===== config.mk =====
export PLATFORM = sky130hd
export DESIGN_NAME = keypad_entry
export DESIGN_NICKNAME = d
export VERILOG_FILES = /design/src/rtl/keypad_entry.sv
export SDC_FILE = /design/constraint.sdc
export NUM_CORES = 1
export LEC_CHECK = 0
export CAP_MARGIN = 20
export CORE_MARGIN = 4
export CORE_UTILIZATION = 37
export DETAILED_ROUTE_END_ITERATION = 10
export GPL_ROUTABILITY_DRIVEN = 0
export HOLD_SLACK_MARGIN = 0.06
export PLACE_DENSITY = 0.57
export SLEW_MARGIN = 20
export SYNTH_ARGS = -nofsm -noshare
export SYNTH_HDL_FRONTEND = slang
export SYNTH_SLANG_ARGS = --single-unit

===== constraint.sdc =====
create_clock -name clk -period 3.85 [get_ports clk]
set_clock_uncertainty 0.05 [all_clocks]
set_input_delay 0.5775 -clock clk [delete_from_list [all_inputs] [get_ports clk]]
set_output_delay 0.5775 -clock clk [all_outputs]
set_load 0.1 [all_outputs]

===== src/rtl/keypad_entry.sv =====
// 4x4 matrix keypad scanner with debounce, key decode and 4-digit BCD entry register.
// Optional auto-repeat while a key is held: define KEYPAD_AUTO_REPEAT_EN.
module keypad_entry #(
    parameter int unsigned CLK_DIV        = 25000,
    parameter int unsigned DEBOUNCE_TICKS = 10,
    parameter int unsigned REPEAT_DELAY   = 1000,
    parameter int unsigned REPEAT_RATE    = 200
) (
    input  logic        clk,
    input  logic        rst,
    input  logic [3:0]  row,
    output logic [3:0]  col,
    output logic [15:0] bcd,
    output logic [3:0]  key_code,
    output logic        key_valid
);

    localparam int unsigned PW = (CLK_DIV > 1) ? $clog2(CLK_DIV) : 1;

    typedef enum logic [1:0] {
        SCAN,
        DEBOUNCE,
        HELD
    } state_t;

    // Elaboration-time guard on the configuration.
    if (DEBOUNCE_TICKS < 1 || DEBOUNCE_TICKS > 255 || CLK_DIV < 1 ||
        REPEAT_DELAY < 1 || REPEAT_RATE < 1 || REPEAT_DELAY > 65535 ||
        REPEAT_RATE > 65535) begin : g_bad_cfg
        $error("keypad_entry: parameter out of range");
    end

    logic [3:0]    row_meta;
    logic [3:0]    row_sync;
    logic [PW-1:0] presc;
    logic          tick;
    state_t        state;
    logic [1:0]    col_idx;
    logic [1:0]    row_idx;
    logic [7:0]    count;

    logic [3:0]    low;
    logic          single;
    logic [1:0]    low_idx;
    logic          latched_only;
    logic          latched_row_low;
    logic          released;
    logic [7:0]    count_next;
    logic          count_done;
    logic [3:0]    cur_code;
    logic [15:0]   bcd_next;

    function automatic logic [3:0] key_lookup(input logic [1:0] r, input logic [1:0] c);
        logic [3:0] code;
        unique case ({r, c})
            4'h0: code = 4'h1;
            4'h1: code = 4'h2;
            4'h2: code = 4'h3;
            4'h3: code = 4'hA;
            4'h4: code = 4'h4;
            4'h5: code = 4'h5;
            4'h6: code = 4'h6;
            4'h7: code = 4'hB;
            4'h8: code = 4'h7;
            4'h9: code = 4'h8;
            4'hA: code = 4'h9;
            4'hB: code = 4'hC;
            4'hC: code = 4'hE;
            4'hD: code = 4'h0;
            4'hE: code = 4'hF;
            default: code = 4'hD;
        endcase
        return code;
    endfunction

    function automatic logic [15:0] bcd_update(input logic [15:0] b, input logic [3:0] code);
        logic [15:0] nb;
        nb = b;
        if (code <= 4'd9) begin
            nb = {b[11:0], code};
        end else if (code == 4'hF) begin
            nb = 16'h0000;
        end else if (code == 4'hE) begin
            nb = {4'h0, b[15:4]};
        end
        return nb;
    endfunction

    always_ff @(posedge clk or posedge rst) begin
        if (rst) begin
            row_meta <= 4'hF;
            row_sync <= 4'hF;
        end else begin
            row_meta <= row;
            row_sync <= row_meta;
        end
    end

    assign tick = (presc == PW'(CLK_DIV - 1));

    always_ff @(posedge clk or posedge rst) begin
        if (rst) begin
            presc <= '0;
        end else if (tick) begin
            presc <= '0;
        end else begin
            presc <= presc + PW'(1);
        end
    end

    assign col = ~(4'b0001 << col_idx);

    always_comb begin
        low     = ~row_sync;
        single  = (low != 4'd0) && ((low & (low - 4'd1)) == 4'd0);
        low_idx = 2'd0;
        case (low)
            4'b0010: low_idx = 2'd1;
            4'b0100: low_idx = 2'd2;
            4'b1000: low_idx = 2'd3;
            default: low_idx = 2'd0;
        endcase
        latched_only    = (row_sync == ~(4'b0001 << row_idx));
        latched_row_low = ~row_sync[row_idx];
        released        = (row_sync == 4'hF);
        count_next      = count + 8'd1;
        count_done      = (count_next == 8'(DEBOUNCE_TICKS));
        // col_idx is frozen outside SCAN, so it doubles as the latched column.
        cur_code        = key_lookup(row_idx, col_idx);
        bcd_next        = bcd_update(bcd, cur_code);
    end

`ifdef KEYPAD_AUTO_REPEAT_EN
    logic [15:0] rep_cnt;
    logic        rep_armed;
    logic [15:0] rep_next;
    logic        rep_fire;

    always_comb begin
        rep_next = rep_cnt + 16'd1;
        rep_fire = (rep_next == (rep_armed ? 16'(REPEAT_RATE) : 16'(REPEAT_DELAY)));
    end
`endif

    always_ff @(posedge clk or posedge rst) begin
        if (rst) begin
            state     <= SCAN;
            col_idx   <= 2'd0;
            row_idx   <= 2'd0;
            count     <= 8'd0;
            bcd       <= 16'h0000;
            key_code  <= 4'h0;
            key_valid <= 1'b0;
`ifdef KEYPAD_AUTO_REPEAT_EN
            rep_cnt   <= 16'd0;
            rep_armed <= 1'b0;
`endif
        end else begin
            key_valid <= 1'b0;
            if (tick) begin
                unique case (state)
                    SCAN: begin
                        if (single) begin
                            row_idx <= low_idx;
                            count   <= 8'd0;
                            state   <= DEBOUNCE;
                        end else begin
                            col_idx <= col_idx + 2'd1;
                        end
                    end
                    DEBOUNCE: begin
                        if (latched_only) begin
                            count <= count_next;
                            if (count_done) begin
                                key_code  <= cur_code;
                                key_valid <= 1'b1;
                                bcd       <= bcd_next;
                                count     <= 8'd0;
                                state     <= HELD;
`ifdef KEYPAD_AUTO_REPEAT_EN
                                rep_cnt   <= 16'd0;
                                rep_armed <= 1'b0;
`endif
                            end
                        end else begin
                            state   <= SCAN;
                            col_idx <= col_idx + 2'd1;
                        end
                    end
                    HELD: begin
                        if (latched_row_low) begin
                            count <= 8'd0;
`ifdef KEYPAD_AUTO_REPEAT_EN
                            if (rep_fire) begin
                                rep_cnt   <= 16'd0;
                                rep_armed <= 1'b1;
                                key_code  <= cur_code;
                                key_valid <= 1'b1;
                                bcd       <= bcd_next;
                            end else begin
                                rep_cnt <= rep_next;
                            end
`endif
                        end else begin
`ifdef KEYPAD_AUTO_REPEAT_EN
                            rep_cnt   <= 16'd0;
                            rep_armed <= 1'b0;
`endif
                            // Other rows in the frozen column are ignored entirely.
                            if (released) begin
                                if (count_done) begin
                                    count   <= 8'd0;
                                    state   <= SCAN;
                                    col_idx <= col_idx + 2'd1;
                                end else begin
                                    count <= count_next;
                                end
                            end
                        end
                    end
                    default: begin
                        state <= SCAN;
                    end
                endcase
            end
        end
    end

endmodule


==> impl_results.md, run 1 <==
- Core Region: 8300 um^2
- Initial DRC Count: 86
- Overall power: 1.24 mW
- Total grt overflow: 0
- I/O Buffers: 30
- Via count: 2,197
- Core Rows: 33
- Fin crit period: 3.26 ns
- Seq/Total Area, Yosys: 45.7%
- Final setup violating endpoints: 0
- Sinks on Clock Net: 58
- PD cells: ~330 nW/um^2
- Distinct cells, synth: 59
- Die width: 101 um
- HP Start: row_meta[0]$_DFF_PP1_
- DP Wirelength: 4.35 mm
- Antenna violations before repair: 0
- Clock root buffer: clkbuf_8
- Unrepaired setup endpoints after global routing: false
- Antenna-violating nets left: 0
- First-pass GRT wire length: 10.8 mm
- Period utilisation layout: around 85%
- R2r startpoint: col_idx[0]$_DFFE_PP0P_
- Worst Hold Class: reg2reg
- Status: complete, no violations
- Drt first pass iters: 4
- WP data arrival: between 3 and 4 ns
- GRT Total Usage: a little over an eighth
- Worst-case reg-to-reg path depth: 7
- CTS buffer count: 9
- M3 GR Usage: 4.01%
- Mean Syn Cell Area: 11.0 um^2
- DRT Wirelength: a little over 6 mm
- Nets: 344
- WL/cell: 14.1 um
- Post-CTS sizing: 0
- Max-cap violation count: 0
- CP required: ~4.0 ns
- Die Height: 101 um
- Yosys reg bits: 58
- Synth Cell Area: 3200 um^2
- Starting Density: about two fifths
- Setup TNS: 0 ns
- Hold endpoint: row_sync[0]$_DFF_PP1_
- Cell count after synthesis: a little under 300
- DR vias/cell: 5.06
- Synth cell count leaders: 50 x dfrtp_1, 25 x nand2_1, 21 x nor2_1
- Achievable frequency: 307 MHz
- EDFF count, synth: 0
- Worst hold stages: 0
- Primary FF master, synth: dfrtp_1
- Most common cell in the netlist: dfrtp_1
- Worst skew pair latency: 0.34 ns
- Hold Fails Final Rpt: 0
- WS Path Type: reg2reg
- Synth Warn #: 0
- FF-to-FF setup slack: 0.59 ns
- R2r endpoint: bcd[1]$_DFFE_PP0P_
- Largest net degree at the start of global routing: 29
- Ant. Diodes: 0
- Global routing's busiest layer: met2
- Fraction of registers with async set/reset: 100%
- Met2 Usage GRT: 20.1%
- Hold buffer count at CTS: 0
- Top post-synthesis cells by area: dfrtp_1 39%, dfstp_2 6.6%, ha_1 5.5%, xor2_1 3.8%, mux2_2 3.5%
- Longest Clk Path Bufs: 2
- Critical path capture point type: register
- P_leak: 1.67 nW
- Startpoint types: register
- DRC: 0
- Slew @ Worst Pin: 0.977 ns
- Vias in the first global route: roughly 2,200
- Synth-to-Final Area Change: 18.6%
- Max-slew headroom: between 30% and 40%
- Die footprint: 10,200 um^2
- Reg clk slew, reported paths: 0.06 ns
- Top-area cell type share of the netlist area: 39.1%
- Post-Syn Nets: 312
- Layout cells sized above 1: 17.9%
- CTS tree: done
- Top-Level Pins: 31
- Met1 Resource Use GR: 18.2%
- H-tree Lvls: 3
- # Post-CTS Setup Buffers: 0
- Max Slew Vio Count: 0
- Synth area leader: dfrtp_1
- Worst vdd ir: 0.185 mV
- CP Max Fanout: 14
-- stage by stage --
step / utilization, % / cells / hold WS [ns] / worst slack [ns] / cell area [um^2]
after floorplan: - / 292 / 0.295 / 1.37 / 3200
after global placement: 43.2 / 418 / 0.296 / 0.635 / 3580
after detailed placement: 43.2 / 418 / 0.298 / 0.590 / 3580
after CTS: 45.7 / 434 / 0.305 / 0.581 / 3790
after global routing: 45.7 / 434 / 0.315 / 0.413 / 3790
final: 45.7 / 434 / 0.305 / 0.591 / 3790
-- area by class of cell --
class                   instances  area [um^2]
fillers                       764         4510
multi-input cells             209         1630
flip-flops and latches         58         1460
repair buffers                 32          310
clock buffers                  14          173
well taps                     105          131
inverters                      14         52.6
clock inverters                 2         35.0
-- metal layers --
layer | share of wire, % | wire [um]
met1 | 50 | 3060
met2 | 45 | 2780
met3 | 2.7 | 166
met4 | 1.9 | 114
met5 | 0 | 0
-- logic make-up after synthesis --
family          after synthesis  share of synthesized area, %
compound gates               51                          11.9
xor+xnor                     21                          5.75
fa+ha+maj                    14                          5.48
buf+inv                      25                          3.36
flops                        58                          45.7
mux                          23                          9.39
simple gates                100                          18.4
-- how the worst max path moves through the flow --
stage	end	start	cells after the start
2_1_floorplan	key_code[0]$_DFFE_PP0P_	row_sync[1]$_DFF_PP1_	8
3_3_place_gp	bcd[4]$_DFFE_PP0P_	col_idx[0]$_DFFE_PP0P_	7
3_5_place_dp	bcd[1]$_DFFE_PP0P_	col_idx[0]$_DFFE_PP0P_	7
4_1_cts	bcd[2]$_DFFE_PP0P_	col_idx[0]$_DFFE_PP0P_	7
5_1_grt	bcd[2]$_DFFE_PP0P_	col_idx[0]$_DFFE_PP0P_	7
6_report	bcd[1]$_DFFE_PP0P_	col_idx[0]$_DFFE_PP0P_	7
-- cells in the final DEF (no fill, tap or decap), drive strengths merged, types with 10 or more instances in the layout --
cell type and instances:
mux2 18, nand2 25, clkdlybuf4s50 28, nor2 22
ha 14, nand3 10, clkbuf 14, xor2 14
a22o 11, o21ai 14, dfrtp 50, inv 14
-- critical path: stages, from the launching register on --
cell and delay (ns):
dfrtp_1 0.49, inv_1 0.14, ha_1 0.23, mux4_2 0.52, o21ai_1 0.75, nor2_1 0.41
a22o_1 0.29, mux2_4 0.26
-- sequential cells by signal (all words and copies together), names as in the netlist --
register,cells
bcd,16
col_idx,2
count,8
key_code,4
key_valid,1
presc,15
row_idx,2
row_meta,4
row_sync,4
state,2
-- power by group --
| part | total [mW] | leakage [nW] | switching, mW | internal (mW) |
|---|---|---|---|---|
| sequential | 0.622 | 0.769 | 0.00494 | 0.617 |
| combinational | 0.0298 | 0.792 | 0.0181 | 0.0117 |
| clock | 0.584 | 0.107 | 0.232 | 0.352 |
| total | 1.24 | 1.67 | 0.256 | 0.981 |
(Power assumes the default switching activity.)
==> run 2: changes to the inputs <==
--- a/config.mk
+++ b/config.mk
@@ -11,7 +11,7 @@
 export DETAILED_ROUTE_END_ITERATION = 10
 export GPL_ROUTABILITY_DRIVEN = 0
 export HOLD_SLACK_MARGIN = 0.06
-export PLACE_DENSITY = 0.57
+export PLACE_DENSITY = 0.59
 export SLEW_MARGIN = 20
 export SYNTH_ARGS = -nofsm -noshare
 export SYNTH_HDL_FRONTEND = slang
==> constraint.sdc (replaced) <==
create_clock -name clk -period 2.8 [get_ports clk]
set_clock_uncertainty 0.05 [all_clocks]
set_input_delay 0.42 -clock clk [delete_from_list [all_inputs] [get_ports clk]]
set_output_delay 0.42 -clock clk [all_outputs]
set_load 0.1 [all_outputs]
==> impl_results.md, run 2 (same netlist as run 1, synthesis figures left out) <==
- WP buf/inv: 0 (was 1)
- Reg clk slew, reported paths: 0.06 ns (about the same)
- Top Family by Delay on Critical Path: simple AND/OR/NAND/NOR gates (was compound AO/OA/AOI/OAI gates)
- Ant. Diodes: 0 (unchanged)
- Crit-path slowest cell: dfstp_2 (was o21ai_1)
- Slowest stage delay, CP: 0.59 ns (was 0.75 ns)
- # Post-CTS Setup Buffers: 0 (unchanged)
- Setup TNS: 0 ns (unchanged)
- Startpoint types: register (unchanged)
- Max-slew headroom: 62.2% (was 34.7%)
- Sinks on Clock Net: 58 (unchanged)
- Commonest non-fill, non-tap cell in the layout: dfrtp_1 (unchanged)
- Largest registers: bcd: 16 flops, presc: 15 flops, count: 8 flops (unchanged)
- Worst Hold Class: reg2reg (unchanged)
- CP cell instances: or3b_2 -> a211oi_1 -> o21ai_0 -> nand4b_4 -> mux2_4 (was inv_1 -> ha_1 -> mux4_2 -> o21ai_1 -> nor2_1 -> a22o_1 -> mux2_4)
- Slew @ Worst Pin: 0.564 ns (was 0.977 ns)
- Hold Worst Slack: 0.304 ns (was 0.305 ns)
- H-tree Lvls: 3 (unchanged)
- Unrepaired setup endpoints after global routing: false (unchanged)
- GRT Total Usage: 13.2% (was 13.5%)
- Max reg flops: 16 (unchanged)
- CP Max Fanout: 16 (was 14)
- Core Region: 8300 um^2 (unchanged)
- First-pass GRT wire length: 10.7 mm (was 10.8 mm)
- Clock root buffer: clkbuf_8 (unchanged)
- DR vias/cell: 5.05 (was 5.06)
- DRC: 0 (unchanged)
- Achievable frequency: 383 MHz (was 307 MHz)
- Most frequent cells in the layout: 50 x dfrtp_1, 32 x buf_4, 25 x nand2_1 (was 50 x dfrtp_1, 28 x clkdlybuf4s50_1, 25 x nand2_1)
- Fin crit period: 2.61 ns (was 3.26 ns)
- WP data arrival: 2.77 ns (was 3.43 ns)
- DRT Wirelength: 6.01 mm (was 6.13 mm)
- Critical path capture point type: register (unchanged)
- CP required: 2.96 ns (was 4.02 ns)
- P_leak: 1.73 nW (was 1.67 nW)
- Worst vdd ir: 0.287 mV (was 0.185 mV)
- Drt first pass iters: 4 (unchanged)
- Starting Density: 38.5% (unchanged)
- Synth-to-Final Area Change: 18.0% (was 18.6%)
- Antenna violations before repair: 0 (unchanged)
- Top reg by flops: bcd (unchanged)
- Antenna-violating nets left: 0 (unchanged)
- Die Height: 101 um (unchanged)
- Via count: 2,222 (was 2,197)
- Final setup violating endpoints: 0 (unchanged)
- Top-Level Pins: 31 (unchanged)
- Nets: 350 (was 344)
- Hold buffer count at CTS: 0 (unchanged)
- WS Path Type: reg2reg (unchanged)
- Total grt overflow: 0 (unchanged)
- Sequential cell area: 1460 um^2 (unchanged)
- Hold Fails Final Rpt: 0 (unchanged)
- CTS buffer count: 9 (unchanged)
- Initial DRC Count: 92 (was 86)
- Post-route insts no fill: 440 (was 434)
- Filler instances: 770 (was 764)
- Period utilisation layout: 93.1% (was 84.7%)
- Layout cells sized above 1: 26.6% (was 17.9%)
- PD cells: 431 nW/um^2 (was 326 nW/um^2)
- Cell total after placement: 424 (was 418)
- Core Rows: 33 (unchanged)
- CTS tree: done (unchanged)
- WL/cell: 13.7 um (was 14.1 um)
- Vias in the first global route: 2,185 (was 2,209)
- Largest net degree at the start of global routing: 59 (was 29)
- Multi-input logic area: 1630 um^2 (about the same)
- Post-CTS sizing: 0 (unchanged)
- Status: complete, no violations (unchanged)
- I/O Buffers: 30 (unchanged)
- Fin util: 45.5% (was 45.7%)
- Max-cap violation count: 0 (unchanged)
- Die footprint: 10,200 um^2 (unchanged)
- DP Wirelength: 4.19 mm (was 4.35 mm)
- Longest Clk Path Bufs: 2 (unchanged)
- Max Slew Vio Count: 0 (unchanged)
- Die width: 101 um (unchanged)
- Worst skew pair latency: 0.33 ns (was 0.34 ns)
run 2: cell count changes in the layout (fill, tap and decap cells not counted), sizes merged:
cell / before / now
clkdlybuf4s50: 28 / 5
clkinvlp: 0 / 2
buf: 4 / 33
clkbuf: 14 / 11
clkinv: 1 / 2
run 2: path summary, 6_finish.rpt:
path,depth (start not counted),endpoint,startpoint,slack (ns)
min in group asynchronous,3,presc[11]$_DFF_PP0_,rst,0.40
worst min-delay path,0,row_sync[0]$_DFF_PP1_,row_meta[0]$_DFF_PP1_,0.30
worst min register to register,0,row_sync[0]$_DFF_PP1_,row_meta[0]$_DFF_PP1_,0.30
worst max register to register,5,bcd[11]$_DFFE_PP0P_,row_sync[1]$_DFF_PP1_,0.19
worst max-delay path,5,bcd[11]$_DFFE_PP0P_,row_sync[1]$_DFF_PP1_,0.19
max in group asynchronous,3,row_meta[0]$_DFF_PP1_,rst,1.98
run 2: per-stage QoR:
step                setup slack (ns)  power, mW  area, um^2
floorplan                      0.321      0.896        3200
global placement               0.175      0.914        3580
detailed placement             0.199      0.914        3580
CTS                            0.183       1.66        3770
global route                  0.0134       1.70        3770
finish                         0.192       1.62        3770
run 2: final cells by class:
class / instances / share of cell area [%]
multi-input cells: 209 / 43.2
flip-flops and latches: 58 / 38.7
repair buffers: 38 / 8.22
clock buffers: 11 / 3.48
well taps: 105 / 3.48
clock inverters: 5 / 1.46
inverters: 14 / 1.39
run 2: metal layers:
layer  share of wire (%)  wire length (um)  global-route usage (%)  vias to the layer above
met2                  45              2730                    19.1                       24
met3                 2.6               159                    2.56                        8
met5                   0                 0                       0                        -
met4                 2.1               124                    7.06                        0
li1                    -                 -                       -                     1112
met1                  50              3000                    18.5                     1078
run 2: power by group:
part           internal (mW)  leakage (nW)  switching [mW]  total [mW]
registers              0.849         0.769         0.00670       0.856
clock network          0.408        0.0893           0.320       0.728
logic                 0.0173         0.871          0.0244      0.0417
total                   1.27          1.73           0.351        1.62
==> run 3: changes to the inputs <==
--- a/config.mk
+++ b/config.mk
@@ -12,7 +12,6 @@
 export GPL_ROUTABILITY_DRIVEN = 0
 export HOLD_SLACK_MARGIN = 0.06
 export PLACE_DENSITY = 0.59
-export SLEW_MARGIN = 20
 export SYNTH_ARGS = -nofsm -noshare
 export SYNTH_HDL_FRONTEND = slang
 export SYNTH_SLANG_ARGS = --single-unit
==> results of run 3 <==
Final layout, timing and power as in run 2 (identical DEF).
